<file path="src/rtl/tile_in_buffer_if.sv">
// Link-side bundle for tile_in_buffer: incoming words, pop requests, credits and status.
// Channel i occupies slice [i*(DATA_W+1) +: DATA_W+1] of the word buses, MSB = valid.
interface tile_in_buffer_if #(
    parameter int unsigned DATA_W = 32,
    parameter int unsigned NUM_CH = 4,
    parameter int unsigned DEPTH  = 2
);
    localparam int unsigned CNT_W = $clog2(DEPTH + 1);

    logic                           conf_en;
    logic [NUM_CH*(DATA_W+1)-1:0]   d_in;
    logic [NUM_CH-1:0]              rd_en;
    logic [NUM_CH-1:0]              c_out;
    logic [NUM_CH*(DATA_W+1)-1:0]   d_out;
    logic [NUM_CH*CNT_W-1:0]        occ;
    logic [NUM_CH-1:0]              ovf;

    modport master (
        output conf_en, d_in, rd_en,
        input  c_out, d_out, occ, ovf
    );

    modport slave (
        input  conf_en, d_in, rd_en,
        output c_out, d_out, occ, ovf
    );
endinterface

</file>
<file path="src/rtl/tile_in_buffer.sv">
// Credit-flow input buffer bank: NUM_CH independent DEPTH-entry FIFOs with sticky overflow,
// one credit pulse per pop and a synchronous flush on conf_en.
module tile_in_buffer #(
    parameter int unsigned DATA_W = 32,
    parameter int unsigned NUM_CH = 4,
    parameter int unsigned DEPTH  = 2
) (
    input logic             clk,
    input logic             rst,
    tile_in_buffer_if.slave bus
);
    localparam int unsigned CNT_W  = $clog2(DEPTH + 1);
    localparam int unsigned PTR_W  = (DEPTH > 1) ? $clog2(DEPTH) : 1;
    localparam int unsigned WORD_W = DATA_W + 1;

    // Explicit compare so non-power-of-two depths wrap correctly.
    function automatic logic [PTR_W-1:0] next_ptr(input logic [PTR_W-1:0] ptr);
        return (ptr == PTR_W'(DEPTH - 1)) ? '0 : ptr + 1'b1;
    endfunction

    logic [WORD_W-1:0] d_out_ch [NUM_CH];
    logic [CNT_W-1:0]  occ_ch   [NUM_CH];
    logic [NUM_CH-1:0] credit_vec;
    logic [NUM_CH-1:0] ovf_vec;

    for (genvar i = 0; i < NUM_CH; i++) begin : g_ch
        logic [DATA_W-1:0] mem_q [DEPTH];
        logic [PTR_W-1:0]  wr_ptr_q, wr_ptr_d;
        logic [PTR_W-1:0]  rd_ptr_q, rd_ptr_d;
        logic [CNT_W-1:0]  occ_q, occ_d;
        logic              ovf_q, ovf_d;
        logic              credit_q, credit_d;
        logic [WORD_W-1:0] word_in;
        logic              push, pop, full, wr_en;

        assign word_in = bus.d_in[i*WORD_W +: WORD_W];
        assign push    = word_in[DATA_W];
        assign full    = (occ_q == CNT_W'(DEPTH));
        assign pop     = bus.rd_en[i] && (occ_q != '0);
        // A push into a full FIFO is still accepted when the head leaves on the same edge.
        assign wr_en   = !bus.conf_en && push && (!full || pop);

        always_comb begin
            wr_ptr_d = wr_ptr_q;
            rd_ptr_d = rd_ptr_q;
            occ_d    = occ_q;
            ovf_d    = ovf_q;
            credit_d = 1'b0;
            if (bus.conf_en) begin
                wr_ptr_d = '0;
                rd_ptr_d = '0;
                occ_d    = '0;
                ovf_d    = 1'b0;
            end else begin
                credit_d = pop;
                if (wr_en) begin
                    wr_ptr_d = next_ptr(wr_ptr_q);
                end
                if (pop) begin
                    rd_ptr_d = next_ptr(rd_ptr_q);
                end
                if (push && full && !pop) begin
                    ovf_d = 1'b1;
                end
                if (wr_en && !pop) begin
                    occ_d = occ_q + 1'b1;
                end else if (pop && !wr_en) begin
                    occ_d = occ_q - 1'b1;
                end
            end
        end

        always_ff @(posedge clk or negedge rst) begin
            if (!rst) begin
                wr_ptr_q <= '0;
                rd_ptr_q <= '0;
                occ_q    <= '0;
                ovf_q    <= 1'b0;
                credit_q <= 1'b0;
            end else begin
                wr_ptr_q <= wr_ptr_d;
                rd_ptr_q <= rd_ptr_d;
                occ_q    <= occ_d;
                ovf_q    <= ovf_d;
                credit_q <= credit_d;
            end
        end

        // Storage needs no reset; the payload is masked whenever the FIFO is empty.
        always_ff @(posedge clk) begin
            if (wr_en) begin
                mem_q[wr_ptr_q] <= word_in[DATA_W-1:0];
            end
        end

        assign d_out_ch[i]   = (occ_q != '0) ? {1'b1, mem_q[rd_ptr_q]} : '0;
        assign occ_ch[i]     = occ_q;
        assign credit_vec[i] = credit_q;
        assign ovf_vec[i]    = ovf_q;
    end

    always_comb begin
        bus.d_out = '0;
        bus.occ   = '0;
        for (int unsigned k = 0; k < NUM_CH; k++) begin
            bus.d_out[k*WORD_W +: WORD_W] = d_out_ch[k];
            bus.occ[k*CNT_W +: CNT_W]     = occ_ch[k];
        end
    end

    assign bus.c_out = credit_vec;
    assign bus.ovf   = ovf_vec;
endmodule

</file>
<file path="src/flat_wrapper.sv">
// flat-port wrapper written by rule: the top's interface ports become plain ports
module tile_in_buffer_flat 
#(
    parameter int unsigned DATA_W = 32,
    parameter int unsigned NUM_CH = 4,
    parameter int unsigned DEPTH  = 2
)
  (clk, rst, bus_conf_en, bus_d_in, bus_rd_en, bus_c_out, bus_d_out, bus_occ, bus_ovf);
  tile_in_buffer_if #(.DATA_W(DATA_W), .NUM_CH(NUM_CH), .DEPTH(DEPTH)) bus_i ();
  input logic clk;
  input logic rst;
  input wire logic [$bits(bus_i.conf_en)-1:0] bus_conf_en;
  input wire logic [$bits(bus_i.d_in)-1:0] bus_d_in;
  input wire logic [$bits(bus_i.rd_en)-1:0] bus_rd_en;
  output wire logic [$bits(bus_i.c_out)-1:0] bus_c_out;
  output wire logic [$bits(bus_i.d_out)-1:0] bus_d_out;
  output wire logic [$bits(bus_i.occ)-1:0] bus_occ;
  output wire logic [$bits(bus_i.ovf)-1:0] bus_ovf;
  assign bus_i.conf_en = bus_conf_en;
  assign bus_i.d_in = bus_d_in;
  assign bus_i.rd_en = bus_rd_en;
  assign bus_c_out = bus_i.c_out;
  assign bus_d_out = bus_i.d_out;
  assign bus_occ = bus_i.occ;
  assign bus_ovf = bus_i.ovf;
  tile_in_buffer #(.DATA_W(DATA_W), .NUM_CH(NUM_CH), .DEPTH(DEPTH)) u_core (.clk(clk), .rst(rst), .bus(bus_i));
endmodule
</file>
<file path="config.mk">
export PLATFORM = sky130hd
export DESIGN_NAME = tile_in_buffer_flat
export DESIGN_NICKNAME = d
export VERILOG_FILES = /design/src/rtl/tile_in_buffer_if.sv /design/src/rtl/tile_in_buffer.sv /design/src/flat_wrapper.sv
export SDC_FILE = /design/constraint.sdc
export NUM_CORES = 1
export LEC_CHECK = 0
export ABC_AREA = 1
export ABC_CLOCK_PERIOD_IN_PS = 3450
export BUFFER_PORTS_ARGS = -buffer_cell sky130_fd_sc_hd__buf_4
export CORE_ASPECT_RATIO = 2
export CORE_MARGIN = 2
export CORE_UTILIZATION = 39
export DETAILED_ROUTE_END_ITERATION = 10
export SYNTH_ARGS = -nofsm -noshare
export SYNTH_HDL_FRONTEND = slang
export SYNTH_SLANG_ARGS = --single-unit
</file>
<file path="constraint.sdc">
create_clock -name clk -period 3.45 [get_ports clk]
set_input_delay 0.1725 -clock clk [delete_from_list [all_inputs] [get_ports clk]]
set_output_delay 0.1725 -clock clk [all_outputs]
set_load 0.02 [all_outputs]
</file>
Word level (Yosys, flattened, before mapping)
Memory sizes are Yosys's and may differ from the RTL's.
Cells that the tools add are included.
{"block": "totals", "reg_bits": 24, "ramBits": 256, "in_bits": 139, "output_inout_bits": 148, "memories": 4}
{"memory": "u_core.g_ch[0].mem_q", "depth": 2, "word_bits": 32, "rd": 1, "rd_clocked_by_memory_dff": 0, "wr": 1, "line_no": "tile_in_buffer.sv:27", "source": "logic [DATA_W-1:0] mem_q [DEPTH];"}
{"memory": "u_core.g_ch[1].mem_q", "depth": 2, "word_bits": 32, "rd": 1, "rd_clocked_by_memory_dff": 0, "wr": 1, "line_no": "tile_in_buffer.sv:27"}
{"memory": "u_core.g_ch[2].mem_q", "depth": 2, "word_bits": 32, "rd": 1, "rd_clocked_by_memory_dff": 0, "wr": 1, "line_no": "tile_in_buffer.sv:27"}
{"memory": "u_core.g_ch[3].mem_q", "depth": 2, "word_bits": 32, "rd": 1, "rd_clocked_by_memory_dff": 0, "wr": 1, "line_no": "tile_in_buffer.sv:27"}
{"block": "classes", "addsub": 16, "eq_ne": 4, "muxes": 60, "reduce_logical": 65}
{"cell": "$mux W33", "count": 4}
{"cell": "$mux W1", "count": 44}
{"cell": "$reduce_bool A2 Y1", "count": 16}
{"cell": "$logic_and A1 B1 Y1", "count": 28}
{"cell": "$mux W2", "count": 12}
{"cell": "$logic_not A1 Y1", "count": 13}
{"cell": "$reduce_bool A3 Y1", "count": 4}
{"cell": "$add A1 B1 Y1 const B", "count": 8}
{"cell": "$add A2 B1 Y2 const B", "count": 4}
{"cell": "$eq A2 B2 Y1 const B", "count": 4}
{"cell": "$sub A2 B1 Y2 const B", "count": 4}
{"cell": "$logic_or A1 B1 Y1", "count": 4}

Longest topological paths before layout
Gate-level depths: netlist of run 1.
{"block": "logic_depth", "word_depth": 9, "ltp_mapped": 8, "depth_no_buf": 8}

Least setup slack after synthesis of run 1
Ideal clock, no wire load.
{"block": "synth_timing", "path_kind": "reg2reg", "startpoint": "register u_core.g_ch[1].occ_q[0]", "endpoint": "memory u_core.g_ch[1].mem_q[0][0] (enable)", "t_arrival_ns": 2.171, "t_required_ns": 3.029, "slack_ns": 0.858, "stages_incl_launch_ff": 5, "period_less_slack_ns": 2.592, "cell_sequence": "dfrtp_1 inv_2 nand2_1 o21ai_1 nor2_1"}
{"block": "synth_via", "elab_chain_cells": 6, "elab_cells_between_ends": 8, "cone_classes": "1 x eq/ne; 2 x mux; 5 x reduce/logical"}
{"element": "from (decl)", "line_no": "tile_in_buffer.sv:30", "source": "logic [CNT_W-1:0] occ_q, occ_d;"}
{"element": "from (signal assigned)", "line_no": "tile_in_buffer.sv:77", "source": "occ_q <= '0;"}
{"element": "from (signal assigned)", "line_no": "tile_in_buffer.sv:83", "source": "occ_q <= occ_d;"}
{"element": "$eq A2 B2 Y1 or $reduce_bool A2 Y1 (tied branches)", "line_no": "tile_in_buffer.sv:38, tile_in_buffer.sv:39"}
{"element": "$logic_not A1 Y1 or $logic_and A1 B1 Y1 (tied branches)", "line_no": "tile_in_buffer.sv:41, tile_in_buffer.sv:39"}
{"element": "$logic_or A1 B1 Y1 *", "line_no": "tile_in_buffer.sv:41", "source": "assign wr_en = !bus.conf_en && push && (!full || pop);"}
{"element": "$logic_and A1 B1 Y1 *", "line_no": "tile_in_buffer.sv:41"}
{"element": "$mux W1 *", "line_no": "tile_in_buffer.sv:91", "source": "if (wr_en) begin"}
{"element": "$mux W1 (not written as such) *", "line_no": "tile_in_buffer.sv:92", "source": "mem_q[wr_ptr_q] <= word_in[DATA_W-1:0];"}
{"element": "to (decl)", "line_no": "tile_in_buffer.sv:27"}
Every way passes the cells marked *; elsewhere a longest branch is shown, timed or not.

Final worst setup path of run 1
{"block": "layout_timing", "startpoint": "register u_core.g_ch[0].occ_q[1]", "endpoint": "output bus_d_out[20]"}
{"block": "layout_via", "elab_chain_cells": 2}
{"element": "from (decl)", "line_no": "tile_in_buffer.sv:30"}
{"element": "from (signal assigned)", "line_no": "tile_in_buffer.sv:77"}
{"element": "from (signal assigned)", "line_no": "tile_in_buffer.sv:83"}
{"element": "$reduce_bool A2 Y1", "line_no": "tile_in_buffer.sv:96", "source": "assign d_out_ch[i] = (occ_q != '0) ? {1'b1, mem_q[rd_ptr_q]} : '0;"}
{"element": "$mux W33", "line_no": "tile_in_buffer.sv:96"}
{"element": "to (decl)", "line_no": "flat_wrapper.sv:16", "source": "output wire logic [$bits(bus_i.d_out)-1:0] bus_d_out;"}
No other way between the ends.

==> results.yml, run 1 <==
outcome:
  status: "finished clean"
critical_path:
  crit_top_cell: "inv_1"
  max_stage_delay_ns: 0.76
  cp_top_family: "buffers and inverters"
  slowest_stage: "inv_1"
  critical_path.startpoint_type: "flip-flop"
  endpoint_kind: "output port"
  worstSetupPathType: "flip-flop to output port"
  worst-path-buf-inv: 3
  cp_cell_sequence: "inv_1 > nand2_2 > inv_1 > a21oi_1 > buf_4"
  required_ns: 3.28
  cp_data_arrival_time_ns: 2.38
  cp_max_fo: 32
clocking:
  h-tree-depth: 1
  cts_tree: "done"
  cts.sinks: 280
  cts-root-buf: "clkbuf_16"
  cts_buffer_depth: 3
  path_clk_slew_ns: 0.06
  clk_latency_ns: 0.53
  numCtsBuffers: 25
logic_synthesis:
  synth_ff_type: "edfxtp_1"
  muxShareOfSynthArea: 0
  ys_ff_latch: 280
  synth_compound_area_frac: 0.0706
  async_reset_ff_frac: 0.0857
  synth_top_family_by_area: "simple AND/OR/NAND/NOR gates"
  synth_cell_types: 23
  yosys.area.top_type: "edfxtp_1"
  synth_edf_count: 256
  yosysWarningCount: 0
  synth.most_common_cell: "nand2_1"
  syn_inst: 863
  synth_commonest_cells: "nand2_1 (300), edfxtp_1 (256), a21oi_1 (128), buf_2 (31), dfrtp_1 (24)"
  syn_area_per_cell_um2: 12.6
  synth_fa_ha_area_frac: 0
  synthTopCellsByArea: "edfxtp_1 (71%), nand2_1 (10%), a21oi_1 (5.9%), dfrtp_1 (5.5%), buf_2 (1.4%)"
  yosys.area_share.simple: 0.129
  syn_nets: 1002
  syn_area_um2: 10800
  yosysSeqAreaShare: 0.764
  synth-xor-area-share: 0
  synth_top_area_share: 0.709
detailed_routing:
  via_per_inst: 4.74
  drcViolationCount: 0
  ant_nets: 0
  totalWireLength_mm: 27.4
  drtIter0Drc: 443
  dr.pass1.iters: 5
  vias: 7796
  wire_per_inst_um: 16.6
power:
  clkPwrFrac: 0.246
  total_power_mw: 11.4
  seq_power_share: 0.363
  switchingPower_mw: 4.20
  total_leakage_power_nw: 6.26
  p_int_mw: 7.22
  p_comb_frac: 0.391
  switching_share: 0.368
  ir_drop_v: 0.000496
  powerDensity_nw_per_um2: 735
sta:
  hold_viol_final: 0
  fin_crit_sh: 0.741
  hold_slack_ns: 0.109
  relSlewSlack: 0.288
  setup-violations-final: 0
  fmax_mhz: 391
  min_period_ns: 2.56
  worst_slew_pin_slew_ns: 1.07
  tns_ns: 0
  maxSlewViolCount: 0
  skew_ns: 0.0142
  rsz0062_at_grt: "false"
floorplanning:
  die_w_um: 122
  die_h_um: 240
  rows: 86
  io_pins: 287
  fp.dieArea_um2: 29200
  start_util: 0.395
  core_um2: 27400
cells_and_area:
  drive_gt1_frac: 0.291
  area_growth_pct: 43.3
  fin_area_um2: 15500
  antenna_cells: 0
  layout.nets: 1417
place:
  place_area_um2: 13300
  io_buffers: 286
  place.gp.congestion: 0.788
  hpwl_mm: 17.9
job:
  cap_violations: 0
grt:
  grt_pass1_wl_mm: 40.8
  grt_overflow: 0
  grt_use_total: 0.181
  grt_start_max_net_pins: 35
  grt_pass1_vias: 7952
  grt_antenna_before_repair: 0
hold_path:
  min_path_type: "input pin to async pin"
cells in the final DEF (no fill, tap or decap), types with 5 or more instances in the layout:
cell	instances
o21ai_1	7
dlygate4sd3_1	140
nor2_1	13
edfxtp_1	256
clkbuf_16	25
nand2_1	300
nand3_1	18
nand2_2	5
dfrtp_1	24
buf_4	294
clkinvlp_4	5
inv_2	17
nor2_2	9
a21oi_1	128
inv_1	14
o21ai_0	5
flip-flops by register name, indices dropped and copies added, names as in the netlist:
signal	cells
u_core.g_ch.wr_ptr_q	4
u_core.g_ch.occ_q	8
u_core.g_ch.credit_q	4
u_core.g_ch.rd_ptr_q	4
u_core.g_ch.mem_q	256
u_core.g_ch.ovf_q	4
per-stage QoR:
stage                     utilization  worst slack, ns  cells
final                           0.566            0.893   1645
after global routing            0.566            0.750   1645
after CTS                       0.566            0.807   1645
after detailed placement        0.485             1.33   1463
after global placement          0.485             1.37   1463
after floorplan                     -            0.858    863
power groups by stage:
stage | clock, mW | sequential, mW | combinational [mW]
after detailed placement | 0 | 4.22 | 4.39
after global routing | 3.02 | 4.17 | 4.81
after floorplan | 0 | 4.25 | 2.51
after global placement | 0 | 4.21 | 4.37
after CTS | 2.89 | 4.14 | 4.54
final | 2.81 | 4.14 | 4.46
kinds of logic after synthesis:
logic type,Yosys count
buffers and inverters,81
AOI/OAI and AO/OA,148
and+or+nand+nor,354
DFF,280
layout make-up:
class / instances / area [um2]
Timing Repair Buffer: 438 / 3690
Multi-Input combinational cell: 502 / 2180
Clock inverter: 14 / 185
Tap cell: 352 / 440
Sequential cell: 280 / 8290
Inverter: 31 / 116
Clock buffer: 28 / 637
Fill cell: 2255 / 11900
path summary, 6_finish.rpt:
path	start	end	slack (ns)	cells after the start
max	u_core.g_ch[0].occ_q[1]	bus_d_out[20]	0.89	5
min in group clk	bus_d_in[65]	u_core.g_ch[1].occ_q[1]	0.15	7
min reg2reg	u_core.g_ch[0].wr_ptr_q	u_core.g_ch[0].wr_ptr_q	0.54	1
max in group asynchronous	rst	u_core.g_ch[0].credit_q	3.07	2
max reg2reg	u_core.g_ch[1].occ_q[0]	u_core.g_ch[1].mem_q[0][7]	1.47	5
min	rst	u_core.g_ch[1].rd_ptr_q	0.11	2
worst reg2reg max path: cells and delay by family (launching register included):
kind	cells	cell delay, ns
buffers and inverters	2	0.34
flip-flops	1	0.44
AND/OR/NAND/NOR	2	0.77
AO/OA/AOI/OAI	1	0.13
per-layer routing:
metal / up-vias / share of wire / GRT usage
li1: 3813 / - / -
met1: 3662 / 0.34 / 0.178
met2: 257 / 0.57 / 0.354
met3: 64 / 0.053 / 0.0282
met4: 0 / 0.044 / 0.0885
met5: - / 0 / 0
timing repair:
| action | 4_1_cts | 5_1_grt |
|---|---|---|
| resized for setup | 0 | 0 |
| setup buffers | 0 | 0 |
| hold buffers | 140 | 0 |
| endpoints found under the hold margin | 292 | 0 |
(Power assumes the default switching activity.)
==> inputs of run 2 (changes only) <==
--- a/config.mk
+++ b/config.mk
@@ -6,7 +6,7 @@
 export NUM_CORES = 1
 export LEC_CHECK = 0
 export ABC_AREA = 1
-export ABC_CLOCK_PERIOD_IN_PS = 3450
+export ABC_CLOCK_PERIOD_IN_PS = 2600
 export BUFFER_PORTS_ARGS = -buffer_cell sky130_fd_sc_hd__buf_4
 export CORE_ASPECT_RATIO = 2
 export CORE_MARGIN = 2
==> constraint.sdc (replaced) <==
create_clock -name clk -period 2.6 [get_ports clk]
set_input_delay 0.13 -clock clk [delete_from_list [all_inputs] [get_ports clk]]
set_output_delay 0.13 -clock clk [all_outputs]
set_load 0.02 [all_outputs]
==> run 2 against run 1 <==
Compared with the run above: via count grew 0.81%; combinational power grew 33%; worst setup slack lost 0.60 ns; sequential share of layout area grew 0.095 points; critical endpoint is now bus_d_out[4]; largest cell class unchanged; highest routed layer unchanged.
==> results.yml, run 2 (synthesized netlist as in run 1, its figures left out) <==
critical_path:
  cp_data_arrival_time_ns: 2.18
  max_stage_delay_ns: 0.50
  cp_cell_sequence: "inv_1 > nand2_2 > inv_1 > buf_4 > a21oi_1 > buf_4"
  critical_path.startpoint_type: "flip-flop"
  cp_top_family: "buffers and inverters"
  slowest_stage: "inv_1"
  worstSetupPathType: "flip-flop to output port"
  cp_max_fo: 20
  required_ns: 2.47
  worst-path-buf-inv: 4
  endpoint_kind: "output port"
hold_path:
  min_path_type: "input pin to async pin"
cells_and_area:
  largest_registers: "u_core.g_ch.mem_q (256), u_core.g_ch.occ_q (8)"
  layout_commonest_cell: "buf_4"
  final_cell_mix: "buf_4 (304), nand2_1 (300), edfxtp_1 (256)"
  area_growth_pct: 43.0
  largest_register_ffs: 256
  drive_gt1_frac: 0.291
  regMostFlops: "u_core.g_ch.mem_q"
  layout.nets: 1425
grt:
  grt_antenna_before_repair: 2
  grt_overflow: 0
  grt_start_max_net_pins: 35
  grt_pass1_vias: 7841
  grt_pass1_wl_mm: 39.5
  grt_use_total: 0.176
power:
  p_comb_frac: 0.396
  total_leakage_power_nw: 6.27
  powerDensity_nw_per_um2: 961
  switching_share: 0.370
  p_int_mw: 9.39
  seq_power_share: 0.369
  ir_drop_v: 0.000811
  switchingPower_mw: 5.52
  clkPwrFrac: 0.235
detailed_routing:
  drtIter0Drc: 349
  via_per_inst: 4.74
  wire_per_inst_um: 16.2
  vias: 7859
  drcViolationCount: 0
  ant_nets: 0
  totalWireLength_mm: 26.8
  dr.pass1.iters: 4
sta:
  setup-violations-final: 0
  fmax_mhz: 433
  hold_viol_final: 0
  min_period_ns: 2.31
  worst_slack_ns: 0.289
  worst_slew_pin_slew_ns: 0.685
  maxSlewViolCount: 0
  skew_ns: 0.0146
  tns_ns: 0
  rsz0062_at_grt: "false"
  fin_crit_sh: 0.889
  relSlewSlack: 0.543
  hold_slack_ns: 0.0579
floorplanning:
  start_util: 0.395
  io_pins: 287
  core_um2: 27400
  die_w_um: 122
  die_h_um: 240
  fp.dieArea_um2: 29200
  rows: 86
clocking:
  path_clk_slew_ns: 0.07
  cts_tree: "done"
  clk_latency_ns: 0.53
  cts_buffer_depth: 3
  h-tree-depth: 1
  cts-root-buf: "clkbuf_16"
  cts.sinks: 280
  numCtsBuffers: 25
place:
  place_ws_ns: 0.813
  hpwl_mm: 17.9
  place.gp.congestion: 0.786
  io_buffers: 286
job:
  cap_violations: 0
outcome:
  status: "finished clean"
run 2: cell types whose count changed in the layout (fill, tap and decap cells not counted), moves of 2 or more:
cell and change:
buf_12 -4, clkinvlp_4 -2, dlygate4sd3_1 +2, diode_2 +2
bufinv_16 -2, clkinv_1 +7, buf_4 +10
run 2: power by group through the flow:
stage / Clock [mW] / Sequential (mW) / Combinational, mW
after global routing: 3.78 / 5.54 / 6.38
final: 3.51 / 5.50 / 5.91
after floorplan: 0 / 5.64 / 3.34
after detailed placement: 0 / 5.60 / 5.81
after global placement: 0 / 5.58 / 5.78
after CTS: 3.62 / 5.50 / 6.02
run 2: layout make-up:
class / instances / area [um2]
Multi-Input combinational cell: 502 / 2180
Clock inverter: 18 / 141
Inverter: 31 / 116
Antenna cell: 2 / 5.00
Tap cell: 352 / 440
Sequential cell: 280 / 8290
Timing Repair Buffer: 446 / 3700
Clock buffer: 27 / 633
Fill cell: 2254 / 11900
run 2: path summary, 6_finish.rpt:
kind	from	endpoint	slack, ns	cells past startpoint
setup / recovery	u_core.g_ch[0].occ_q[1]	bus_d_out[4]	0.29	6
hold reg to reg	u_core.g_ch[0].ovf_q	u_core.g_ch[0].ovf_q	0.51	2
hold / removal	rst	u_core.g_ch[1].credit_q	0.06	2
max in group asynchronous	rst	u_core.g_ch[3].credit_q	2.27	2
min in group clk	bus_d_in[32]	u_core.g_ch[0].occ_q[1]	0.12	7
setup reg to reg	u_core.g_ch[2].occ_q[0]	u_core.g_ch[2].ovf_q	0.64	5
run 2: stage by stage:
stage          instances   util  instance area, um2  power (mW)
2_1_floorplan        863      -               10800        8.97
3_3_place_gp        1469  0.485               13300        11.4
3_5_place_dp        1469  0.485               13300        11.4
4_1_cts             1656  0.565               15500        15.1
5_1_grt             1658  0.565               15500        15.7
6_report            1658  0.565               15500        14.9
run 2: repair_timing:
action	4_1_cts	5_1_grt
gates resized for setup	0	0
hold buffers	142	0
setup buffers	0	0
hold endpoints to repair	298	0
run 2: per-layer routing:
layer | vias to the layer above | share of wire | global-route usage
met5 | - | 0 | 0
met1 | 3728 | 0.33 | 0.169
met3 | 57 | 0.052 | 0.0294
li1 | 3827 | - | -
met2 | 247 | 0.57 | 0.348
met4 | 0 | 0.044 | 0.0878
==> inputs of run 3 (changes only) <==
--- a/config.mk
+++ b/config.mk
@@ -7,11 +7,14 @@
 export LEC_CHECK = 0
 export ABC_AREA = 1
 export ABC_CLOCK_PERIOD_IN_PS = 2600
-export BUFFER_PORTS_ARGS = -buffer_cell sky130_fd_sc_hd__buf_4
+export CELL_PAD_IN_SITES_DETAIL_PLACEMENT = 1
+export CELL_PAD_IN_SITES_GLOBAL_PLACEMENT = 2
 export CORE_ASPECT_RATIO = 2
 export CORE_MARGIN = 2
-export CORE_UTILIZATION = 39
+export CORE_UTILIZATION = 41
 export DETAILED_ROUTE_END_ITERATION = 10
+export DONT_BUFFER_PORTS = 1
+export PLACE_DENSITY_LB_ADDON = 0.1
 export SYNTH_ARGS = -nofsm -noshare
 export SYNTH_HDL_FRONTEND = slang
 export SYNTH_SLANG_ARGS = --single-unit
==> run 3 against run 2 <==
Compared with the run above: routed wire length increased by 0.53%; sequential power increased by 3%; die area decreased by 4.8%; via count decreased by 11%; non-clock buffer count decreased by 293; total power decreased by 10%; largest power group is now sequential cells; highest routed layer unchanged; largest cell class unchanged; global-route usage increased by 1.4 points.
==> results.yml, run 3 (synthesized netlist as in run 1, its figures left out) <==
cells_and_area:
  largest_registers: "u_core.g_ch.mem_q (256), u_core.g_ch.occ_q (8)"
  largest_register_ffs: 256
  final_cell_mix: "nand2_1 (300), edfxtp_1 (256), dlygate4sd3_1 (140)"
  layout_commonest_cell: "nand2_1"
  regMostFlops: "u_core.g_ch.mem_q"
  layout.nets: 1132
  area_growth_pct: 22.9
  drive_gt1_frac: 0.0871
grt:
  grt_start_max_net_pins: 35
  grt_antenna_before_repair: 2
  grt_pass1_vias: 7577
  grt_pass1_wl_mm: 41.3
  grt_use_total: 0.190
  grt_overflow: 0
clocking:
  cts_buffer_depth: 3
  post-cts-setup-buffers: 0
  h-tree-depth: 1
  cts-root-buf: "clkbuf_16"
  cts_tree: "done"
  clk_latency_ns: 0.52
  path_clk_slew_ns: 0.07
  cts.sinks: 280
  numCtsBuffers: 25
sta:
  relSlewSlack: 0.325
  min_period_ns: 2.56
  hold_viol_final: 0
  setup-violations-final: 0
  rsz0062_at_grt: "true"
  worst_slack_ns: 0.0387
  tns_ns: 0
  maxSlewViolCount: 0
  fin_crit_sh: 0.985
  worst_slew_pin_slew_ns: 1.01
  skew_ns: 0.00989
  fmax_mhz: 390
detailed_routing:
  ant_nets: 0
  wl_met2_mm: 15.3
  totalWireLength_mm: 27.0
  maxUsedRoutingLayer: "met4"
  via_per_inst: 5.16
  vias: 6998
  wl_met3_mm: 1.54
  wl_met1_mm: 9.26
  wire_per_inst_um: 19.9
  dr.pass1.iters: 4
  drcViolationCount: 0
  drtIter0Drc: 378
job:
  cap_violations: 0
outcome:
  status: "finished clean"
power:
  ir_drop_v: 0.000727
  total_leakage_power_nw: 4.81
  total_power_mw: 13.4
  powerDensity_nw_per_um2: 1000
hold_path:
  min_path_type: "input pin to flip-flop"
  min-delay-start: "bus_d_in[32]"
critical_path:
  cp_max_fo: 32
  rr_startpoint: "u_core.g_ch[1].occ_q[0]"
  cp_data_arrival_time_ns: 2.43
  required_ns: 2.47
  crit_start: "u_core.g_ch[0].occ_q[1]"
  worstSetupPathType: "flip-flop to output port"
  endpoint_kind: "output port"
  critical_path.startpoint_type: "flip-flop"
floorplanning:
  io_pins: 287
  fp.dieArea_um2: 27900
  die_h_um: 234
  start_util: 0.415
  die_w_um: 119
  core_um2: 26200
  rows: 84
place:
  hpwl_mm: 17.5
  place.gp.congestion: 0.834
  io_buffers: 0
  place_ws_ns: 0.626
-- run 3: metal layers --
| layer | global-route usage | vias to the layer above |
|---|---|---|
| met3 | 0.0411 | 46 |
| met2 | 0.365 | 238 |
| met1 | 0.197 | 3472 |
| met5 | 0 | - |
| met4 | 0.0759 | 0 |
| li1 | - | 3242 |
-- run 3: path summary, 6_finish.rpt --
path / slack, ns / to / depth (start not counted)
min in group asynchronous: 0.05 / u_core.g_ch[0].occ_q[1] / 2
max in group asynchronous: 2.38 / u_core.g_ch[2].rd_ptr_q / 2
min reg2reg: 0.53 / u_core.g_ch[2].wr_ptr_q / 1
min: 0.04 / u_core.g_ch[0].occ_q[1] / 6
max: 0.04 / bus_d_out[20] / 4
max reg2reg: 0.74 / u_core.g_ch[1].mem_q[1][0] / 5
-- run 3: power by group --
group | switching, mW | total, mW | internal (mW)
registers | 0.317 | 5.64 | 5.33
logic | 3.38 | 4.13 | 0.748
clock network | 1.56 | 3.63 | 2.07
-- run 3: metrics by stage --
stage	area [um2]	hold WS [ns]	util	std cells
finish	13300	0.0351	0.510	1356
global route	13300	0.0588	0.510	1356
CTS	13300	0.00159	0.509	1354
detailed placement	11100	-0.165	0.425	1169
global placement	11100	-0.165	0.425	1169
floorplan	10800	-0.166	-	863
-- run 3: critical path, cell delays in order, from the launching register on --
cell and delay, ns:
dfrtp_1 0.57, inv_1 0.12, nand2_2 0.16, inv_1 0.44, a21oi_1 0.60
-- run 3: what timing repair did --
action | in CTS | in global routing
hold endpoints to repair | 304 | 0
setup endpoints to repair | 0 | 32
gates resized for setup | 0 | 2
hold buffers | 141 | 0
-- run 3: final cells by class --
type / instances / area (um2)
clock buffers: 32 / 652
flip-flops and latches: 280 / 8290
well taps: 344 / 430
diodes: 2 / 5.00
fillers: 2649 / 12800
repair buffers: 153 / 1510
clock inverters: 12 / 140
inverters: 31 / 116
multi-input cells: 502 / 2190
